### src/rtl/vga_timing_gen_if.sv
// Raster timing bundle from vga_timing_gen to its pixel consumers and the VGA connector.
// frame_count exists only when VGA_FRAME_COUNT_EN is defined.
interface vga_timing_gen_if;
  logic [9:0]  DrawX;
  logic [9:0]  DrawY;
  logic        blank;
  logic        hsync;
  logic        vsync;
  logic        line_start;
  logic        frame_start;
`ifdef VGA_FRAME_COUNT_EN
  logic [15:0] frame_count;

  modport master (output DrawX, DrawY, blank, hsync, vsync, line_start, frame_start, frame_count);
  modport slave  (input  DrawX, DrawY, blank, hsync, vsync, line_start, frame_start, frame_count);
`else
  modport master (output DrawX, DrawY, blank, hsync, vsync, line_start, frame_start);
  modport slave  (input  DrawX, DrawY, blank, hsync, vsync, line_start, frame_start);
`endif
endinterface

### src/rtl/vga_timing_gen.sv
// 640x480@60 raster timing: registered coordinates, blank, active-low syncs and line/frame pulses.
// Optional frame counter enabled by defining VGA_FRAME_COUNT_EN.
module vga_timing_gen #(
  parameter int H_VISIBLE = 640,
  parameter int H_FRONT   = 16,
  parameter int H_SYNC    = 96,
  parameter int H_BACK    = 48,
  parameter int V_VISIBLE = 480,
  parameter int V_FRONT   = 10,
  parameter int V_SYNC    = 2,
  parameter int V_BACK    = 33
) (
  input  logic             vga_clk,
  input  logic             reset_n,
  vga_timing_gen_if.master vga
);
  localparam int H_TOTAL  = H_VISIBLE + H_FRONT + H_SYNC + H_BACK;
  localparam int V_TOTAL  = V_VISIBLE + V_FRONT + V_SYNC + V_BACK;
  localparam int HS_START = H_VISIBLE + H_FRONT;
  localparam int HS_END   = HS_START + H_SYNC;
  localparam int VS_START = V_VISIBLE + V_FRONT;
  localparam int VS_END   = VS_START + V_SYNC;
  localparam logic [9:0] H_LAST = 10'(H_TOTAL - 1);
  localparam logic [9:0] V_LAST = 10'(V_TOTAL - 1);

  generate
    if (H_TOTAL > 1024 || V_TOTAL > 1024) begin : g_bad_cfg
      $error("vga_timing_gen: H_TOTAL and V_TOTAL must not exceed 1024");
    end
  endgenerate

  logic [9:0] h_q, h_d, v_q, v_d;
  logic       blank_q, blank_d, hs_q, hs_d, vs_q, vs_d;
  logic       ls_q, ls_d, fs_q, fs_d;
  logic       h_wrap;

  // Outputs are decoded from the next counter value so every registered
  // output lines up with the coordinates shown in the same cycle.
  always_comb begin
    h_wrap  = (h_q == H_LAST);
    h_d     = h_wrap ? '0 : h_q + 10'd1;
    v_d     = v_q;
    if (h_wrap) v_d = (v_q == V_LAST) ? '0 : v_q + 10'd1;
    blank_d = (int'(h_d) < H_VISIBLE) && (int'(v_d) < V_VISIBLE);
    hs_d    = !((int'(h_d) >= HS_START) && (int'(h_d) < HS_END));
    vs_d    = !((int'(v_d) >= VS_START) && (int'(v_d) < VS_END));
    ls_d    = (h_d == '0);
    fs_d    = ls_d && (v_d == '0);
  end

  // Reset parks on the last back-porch pixel so release lands on (0,0).
  always_ff @(posedge vga_clk or negedge reset_n) begin
    if (!reset_n) begin
      h_q     <= H_LAST;
      v_q     <= V_LAST;
      blank_q <= 1'b0;
      hs_q    <= 1'b1;
      vs_q    <= 1'b1;
      ls_q    <= 1'b0;
      fs_q    <= 1'b0;
    end else begin
      h_q     <= h_d;
      v_q     <= v_d;
      blank_q <= blank_d;
      hs_q    <= hs_d;
      vs_q    <= vs_d;
      ls_q    <= ls_d;
      fs_q    <= fs_d;
    end
  end

  assign vga.DrawX       = h_q;
  assign vga.DrawY       = v_q;
  assign vga.blank       = blank_q;
  assign vga.hsync       = hs_q;
  assign vga.vsync       = vs_q;
  assign vga.line_start  = ls_q;
  assign vga.frame_start = fs_q;

`ifdef VGA_FRAME_COUNT_EN
  logic [15:0] frame_cnt_q, frame_cnt_d;
  logic        seen_q;

  // The first frame_start after reset opens frame 0; later ones count completions.
  always_comb begin
    frame_cnt_d = frame_cnt_q;
    if (fs_d && seen_q) frame_cnt_d = frame_cnt_q + 16'd1;
  end

  always_ff @(posedge vga_clk or negedge reset_n) begin
    if (!reset_n) begin
      frame_cnt_q <= '0;
      seen_q      <= 1'b0;
    end else begin
      frame_cnt_q <= frame_cnt_d;
      seen_q      <= seen_q | fs_d;
    end
  end

  assign vga.frame_count = frame_cnt_q;
`else
  // Frame counter not built.
`endif
endmodule

### src/flat_wrapper.sv
// flat-port wrapper written by rule: the top's interface ports become plain ports
module vga_timing_gen_flat 
#(
  parameter int H_VISIBLE = 640,
  parameter int H_FRONT   = 16,
  parameter int H_SYNC    = 96,
  parameter int H_BACK    = 48,
  parameter int V_VISIBLE = 480,
  parameter int V_FRONT   = 10,
  parameter int V_SYNC    = 2,
  parameter int V_BACK    = 33
)
  (vga_clk, reset_n, vga_DrawX, vga_DrawY, vga_blank, vga_hsync, vga_vsync, vga_line_start, vga_frame_start);
  vga_timing_gen_if vga_i ();
  input  logic vga_clk;
  input  logic reset_n;
  output wire logic [$bits(vga_i.DrawX)-1:0] vga_DrawX;
  output wire logic [$bits(vga_i.DrawY)-1:0] vga_DrawY;
  output wire logic [$bits(vga_i.blank)-1:0] vga_blank;
  output wire logic [$bits(vga_i.hsync)-1:0] vga_hsync;
  output wire logic [$bits(vga_i.vsync)-1:0] vga_vsync;
  output wire logic [$bits(vga_i.line_start)-1:0] vga_line_start;
  output wire logic [$bits(vga_i.frame_start)-1:0] vga_frame_start;
  assign vga_DrawX = vga_i.DrawX;
  assign vga_DrawY = vga_i.DrawY;
  assign vga_blank = vga_i.blank;
  assign vga_hsync = vga_i.hsync;
  assign vga_vsync = vga_i.vsync;
  assign vga_line_start = vga_i.line_start;
  assign vga_frame_start = vga_i.frame_start;
  vga_timing_gen #(.H_VISIBLE(H_VISIBLE), .H_FRONT(H_FRONT), .H_SYNC(H_SYNC), .H_BACK(H_BACK), .V_VISIBLE(V_VISIBLE), .V_FRONT(V_FRONT), .V_SYNC(V_SYNC), .V_BACK(V_BACK)) u_core (.vga_clk(vga_clk), .reset_n(reset_n), .vga(vga_i));
endmodule
### config.mk
export PLATFORM = sky130hd
export DESIGN_NAME = vga_timing_gen_flat
export DESIGN_NICKNAME = d
export VERILOG_FILES = /design/src/rtl/vga_timing_gen_if.sv /design/src/rtl/vga_timing_gen.sv /design/src/flat_wrapper.sv
export SDC_FILE = /design/constraint.sdc
export NUM_CORES = 1
export LEC_CHECK = 0
export CORE_ASPECT_RATIO = 2
export CORE_MARGIN = 1
export CORE_UTILIZATION = 50
export CTS_BUF_LIST = sky130_fd_sc_hd__clkbuf_4 sky130_fd_sc_hd__clkbuf_8
export DETAILED_ROUTE_END_ITERATION = 16
export PLACE_DENSITY_LB_ADDON = 0.2
export SYNTH_ARGS = -nofsm -noshare
export SYNTH_HDL_FRONTEND = slang
export SYNTH_SLANG_ARGS = --single-unit
### constraint.sdc
create_clock -name vga_clk -period 2.1 [get_ports vga_clk]
set_input_delay 0.21 -clock vga_clk [delete_from_list [all_inputs] [get_ports vga_clk]]
set_output_delay 0.21 -clock vga_clk [all_outputs]
set_load 0.02 [all_outputs]
# Word-level counts from Yosys, hierarchy flattened
# Cells that the tools add are included.
# word_totals
regBits	25
in_bits	2
output_inout_bits	25
wordCells	28
# op_classes
addsub	2
order_cmp	6
eq_ne	2
muxes	3
n_reduce_logical	8
# op_table
cell	n
$mux 10	3
$add 10x1->10 const B	2
$eq 10x10->1 const B	2
$logic_not 10->1	2
$lt 10x10->1 const B	2
$lt 10x9->1 const B	2
$ge 10x10->1 const B	1
$ge 10x9->1 const B	1
$logic_and 1x1->1	4
$logic_not 1->1	2

# Depth between registers and ports, before layout
# logic_depth
depth_word	6
mapped_depth	8
depth_no_buf	8

# Worst setup path before layout
# Ideal clock, no wire load.
# synth_path
kind	reg-to-reg
start	reg u_core.h_q[0], in the netlist u_core.vga.DrawX[0]
end	reg u_core.fs_q, in the netlist u_core.vga.frame_start
setup_time_ps	121
t_arrival_ps	2121
t_required_ps	1979
slack_ps	-142
path_stages_with_launch	8
n_path_buf	0
synth_period_minus_slack_ps	2242
cell_sequence	dfstp_2 -> ha_1 -> and4_2 -> nand3_2 -> or3_4 -> mux2i_1 -> and3_1 -> and4b_1
# synth_via
elab_chain_len	4
word_cells_on_any_way	7
classes_between	add/sub (1); eq/ne (1); mux (2); reduce/logical (3)
# synth_lines
item	line	rtl
from (decl)	vga_timing_gen.sv:32	logic [9:0] h_q, h_d, v_q, v_d;
from (signal assigned)	vga_timing_gen.sv:54	h_q <= H_LAST;
from (signal assigned)	vga_timing_gen.sv:62	h_q <= h_d;
$add 10x1->10 or $eq 10x10->1 (tied branches)	vga_timing_gen.sv:41, vga_timing_gen.sv:40	
$mux 10 (on tied branches)	vga_timing_gen.sv:41, vga_timing_gen.sv:43	
$logic_not 10->1 (on tied branches)	vga_timing_gen.sv:47, vga_timing_gen.sv:48	
$logic_and 1x1->1 (*)	vga_timing_gen.sv:48	fs_d = ls_d && (v_d == '0);
via u_core.fs_d	vga_timing_gen.sv:34	logic ls_q, ls_d, fs_q, fs_d;
to (signal assigned)	vga_timing_gen.sv:68	fs_q <= fs_d;
to (decl)	vga_timing_gen.sv:34	
# Mark *: on every way through the listed nets, which the timed path passes. The rest lies on a longest branch.

# Worst setup path in the final report
# layout_path
start	reg u_core.h_q[1], in the netlist u_core.vga.DrawX[1]
end	reg u_core.blank_q, in the netlist u_core.vga.blank
# layout_via
elab_chain_len	4
word_cells_on_any_way	7
classes_between	add/sub (1); order compare (2); eq/ne (1); mux (2); reduce/logical (1)
# layout_lines
item	line	rtl
$add 10x1->10 or $eq 10x10->1 (tied branches)	vga_timing_gen.sv:41, vga_timing_gen.sv:40	
$mux 10 (on tied branches)	vga_timing_gen.sv:41, vga_timing_gen.sv:43	
$lt 10x10->1 or $lt 10x9->1 (tied branches)	vga_timing_gen.sv:44	blank_d = (int'(h_d) < H_VISIBLE) && (int'(v_d) < V_VISIBLE);
$logic_and 1x1->1 (*)	vga_timing_gen.sv:44	
via u_core.blank_d	vga_timing_gen.sv:33	logic blank_q, blank_d, hs_q, hs_d, vs_q, vs_d;
to (signal assigned)	vga_timing_gen.sv:64	blank_q <= blank_d;
to (decl)	vga_timing_gen.sv:33	
# Marked as above.

==> results by group <==
Layout
  • Combined area of the multi-input logic cells: 0.00100 sq mm
  • Layout cells sized above 1: 0.326
  • Ant diodes: 0
  • Area Overhead vs Synth: 34.9%
  • Final Non-Filler Cells: 267
  • # fillers: 245
  • Area occupied by registers: 641 sq um
  • Most common cell after layout, fill and taps aside: buf_4
  • Commonest non-fill, non-tap cells in the layout: buf_4 (32), clkdlybuf4s50_1 (26), nand2_1 (17), nor2_1 (13), dfrtp_1 (13)
  • Design Area, Final: 0.00228 sq mm
  • Nets: 242

Synthesis
  • Post-synth EDFFs: 0
  • Adder-Cell Fraction of Synth Area: 0.0222
  • Xor and xnor fraction of the mapped netlist area: 0.0724
  • Top_reg_cell synth: dfrtp_1
  • Ys Warns: 0
  • Netlist cell types: 52
  • Mapped Cells: 186
  • Syn_nets: 191
  • Post-synthesis compound-gate area fraction: 0.150
  • Number of synthesized register bits: 25
  • Cell Area, Synth: 0.00169 sq mm
  • Largest family of logic cells by synthesized area: simple AND/OR/NAND/NOR gates
  • Post-synthesis simple-gate area fraction: 0.289
  • Async S/R FF share, synth: 1.00
  • Mux cell area share after synthesis: 0.0185
  • Syn avg cell area: 9.11 sq um
  • Seq/Total Area, Yosys: 0.378

Worst setup path
  • Crit-path max cell delay: 580 ps
  • Worst path arrival time: 2280 ps
  • R2R setup slack: -4 ps
  • Max FO, Critical Path: 7
  • Critical Path RT: 2280 ps
  • CP Launch Type: flip-flop
  • Worst R2R Path Depth: 7
  • Worst path top cell family by delay: compound AO/OA/AOI/OAI gates
  • R2r startpoint: u_core.vga.DrawX[1]
  • Crit path buf inv count: 0
  • Crit. End Element: flip-flop
  • Worst R2R End: u_core.vga.blank
  • Crit-path cells: ha_4 > and4_4 > and3_4 > nand2_2 > o211a_1 > o22a_1 > a211oi_2
  • CP Class: flip-flop to flip-flop
  • CP max-delay cell: dfstp_2

Power
  • PwrDens: 348 mW/mm^2
  • Leak: 0.000949 uW
  • Max VDD drop: 0.422 mV

Status
  • Violated checks: negative setup slack
  • Status: finished with violations

Detailed routing
  • Total number of vias: 1,662
  • Drt pass-1 iters: 4
  • Antenna Nets Post-Route: 0
  • Vias per cell: 6.22
  • # DRC: 0
  • Drt total wl: 5.02 mm
  • Routed len/inst: 18.8 microns
  • Starting DRT DRC Count: 66

Clock network
  • Clock sinks: 25
  • CTS Buf Count: 3
  • Max Buffers Root-to-Sink: 2
  • Clock latency on the worst-skew pair: 280 ps
  • Hold Buf Count CTS: 0
  • CTS tree: built
  • CTS H-Tree Depth: 1
  • Root buf cell: clkbuf_8
  • CTS clock-pin slew for the worst setup and hold paths: 80 ps

Die
  • Die area: 0.00364 sq mm
  • # rows: 29
  • Die H: 84.3 microns
  • Die width: 43.2 microns
  • Starting Density: 0.531
  • Core area: 0.00319 sq mm
  • I/O Pins: 27

STA
  • Final setup fails: 1
  • Clock skew: 3.38 ps
  • Setup TNS: -3.53 ps
  • Rel. slew slack: 0.724
  • Max Clk Rate: 0.475 GHz
  • Period Utilization, post-route: 1.00
  • Final slew viol count: 0
  • Actual slew at the worst max-slew pin: 411 ps
  • Setup repair after global routing missed its margin: yes
  • Setup ws final: -3.53 ps
  • Post-layout min period: 2100 ps
  • Fin. Hold Viols: 0

Global routing
  • Tot GR Track Use: 0.285
  • Gr ovfl total: 0
  • Vias in the first global route: 1,665
  • Largest net degree at the start of global routing: 26
  • First-pass GRT wire length: 7.85 mm
  • Antenna violations before repair: 0

Placed design
  • GPL Wtd Cong: 0.924
  • IO buf count: 26
  • Placed Area: 0.00208 sq mm
  • DP HPWL: 3.43 mm
  • Placed cell count: 252

Run
  • Maxcap violations: 0

Worst hold path
  • Hold crit path type: primary input to async pin
==> repair_timing <==
action                                  in CTS  in global routing
endpoints found under the setup margin       4                  5
gates resized for setup                      8                 12
hold endpoints to repair                     0                  0
setup buffers                                3                  8
pin swaps                                    5                  2
==> sequential cells by signal (all words and copies together) (netlist names) <==
register and flops:
u_core.vga.DrawX 10, u_core.vga.DrawY 10, u_core.vga.blank 1, u_core.vga.frame_start 1, u_core.vga.hsync 1, u_core.vga.line_start 1
u_core.vga.vsync 1
==> cell type report <==
cell class              count  area share
clock buffers               4      0.0214
inverters                   6     0.00986
flip-flops and latches     25       0.280
well taps                  31      0.0170
multi-input cells         141       0.439
repair buffers             60       0.233
==> layer usage <==
metal  vias to the layer above  GRT usage  routed length (microns)
li1                        761          -                        -
met1                       810      0.289                     1670
met2                        65      0.539                     2910
met3                        26     0.0151                      175
met4                         0      0.160                      265
met5                         -          0                        0
==> how the worst max path moves through the flow <==
stage / start / end / slack (ps) / cells past startpoint
after floorplan: u_core.vga.DrawX[0] / u_core.vga.frame_start / 30 / 7
after global placement: u_core.vga.DrawY[9] / u_core.vga.frame_start / -20 / 6
after detailed placement: u_core.vga.DrawX[1] / u_core.vga.blank / -40 / 7
after CTS: u_core.vga.DrawX[1] / u_core.vga.blank / 0.9 / 7
after global routing: u_core.vga.DrawX[1] / u_core.vga.blank / -50 / 7
final: u_core.vga.DrawX[1] / u_core.vga.blank / -4 / 7
==> synthesized netlist by cell type, types with 4 or more instances <==
cell type / count / area share
a21oi_1: 7 / 0.021
and3_1: 5 / 0.018
buf_2: 5 / 0.015
buf_6: 4 / 0.027
dfrtp_1: 13 / 0.19
dfstp_2: 12 / 0.19
inv_1: 6 / 0.013
nand2_1: 19 / 0.042
nand3_1: 7 / 0.021
nand4_1: 5 / 0.018
nor2_1: 15 / 0.033
o21ai_0: 13 / 0.038
o31ai_1: 5 / 0.022
xnor2_1: 8 / 0.041
xor2_1: 6 / 0.031
==> per-stage QoR <==
stage	util	worst slack, ps	power, uW	hold slack, ps
floorplan	-	32.2	491	-85.6
global placement	0.652	-24.0	504	551
detailed placement	0.652	-41.9	504	560
CTS	0.682	0.927	808	307
global route	0.716	-50.7	823	338
finish	0.716	-3.53	796	296
==> report_power, final <==
group	switching (uW)	internal (uW)
Sequential	0	482
Combinational	9.60	2.85
Clock	152	149
==> cell families after synthesis <==
logic type,count (synthesis)
AO/OA/AOI/OAI,39
buffers and inverters,20
adder cells (fa/ha/maj),3
multiplexers,3
XOR/XNOR,14
flip-flops,25
AND/OR/NAND/NOR,82
Note: power is estimated with default switching activity, not from simulation.
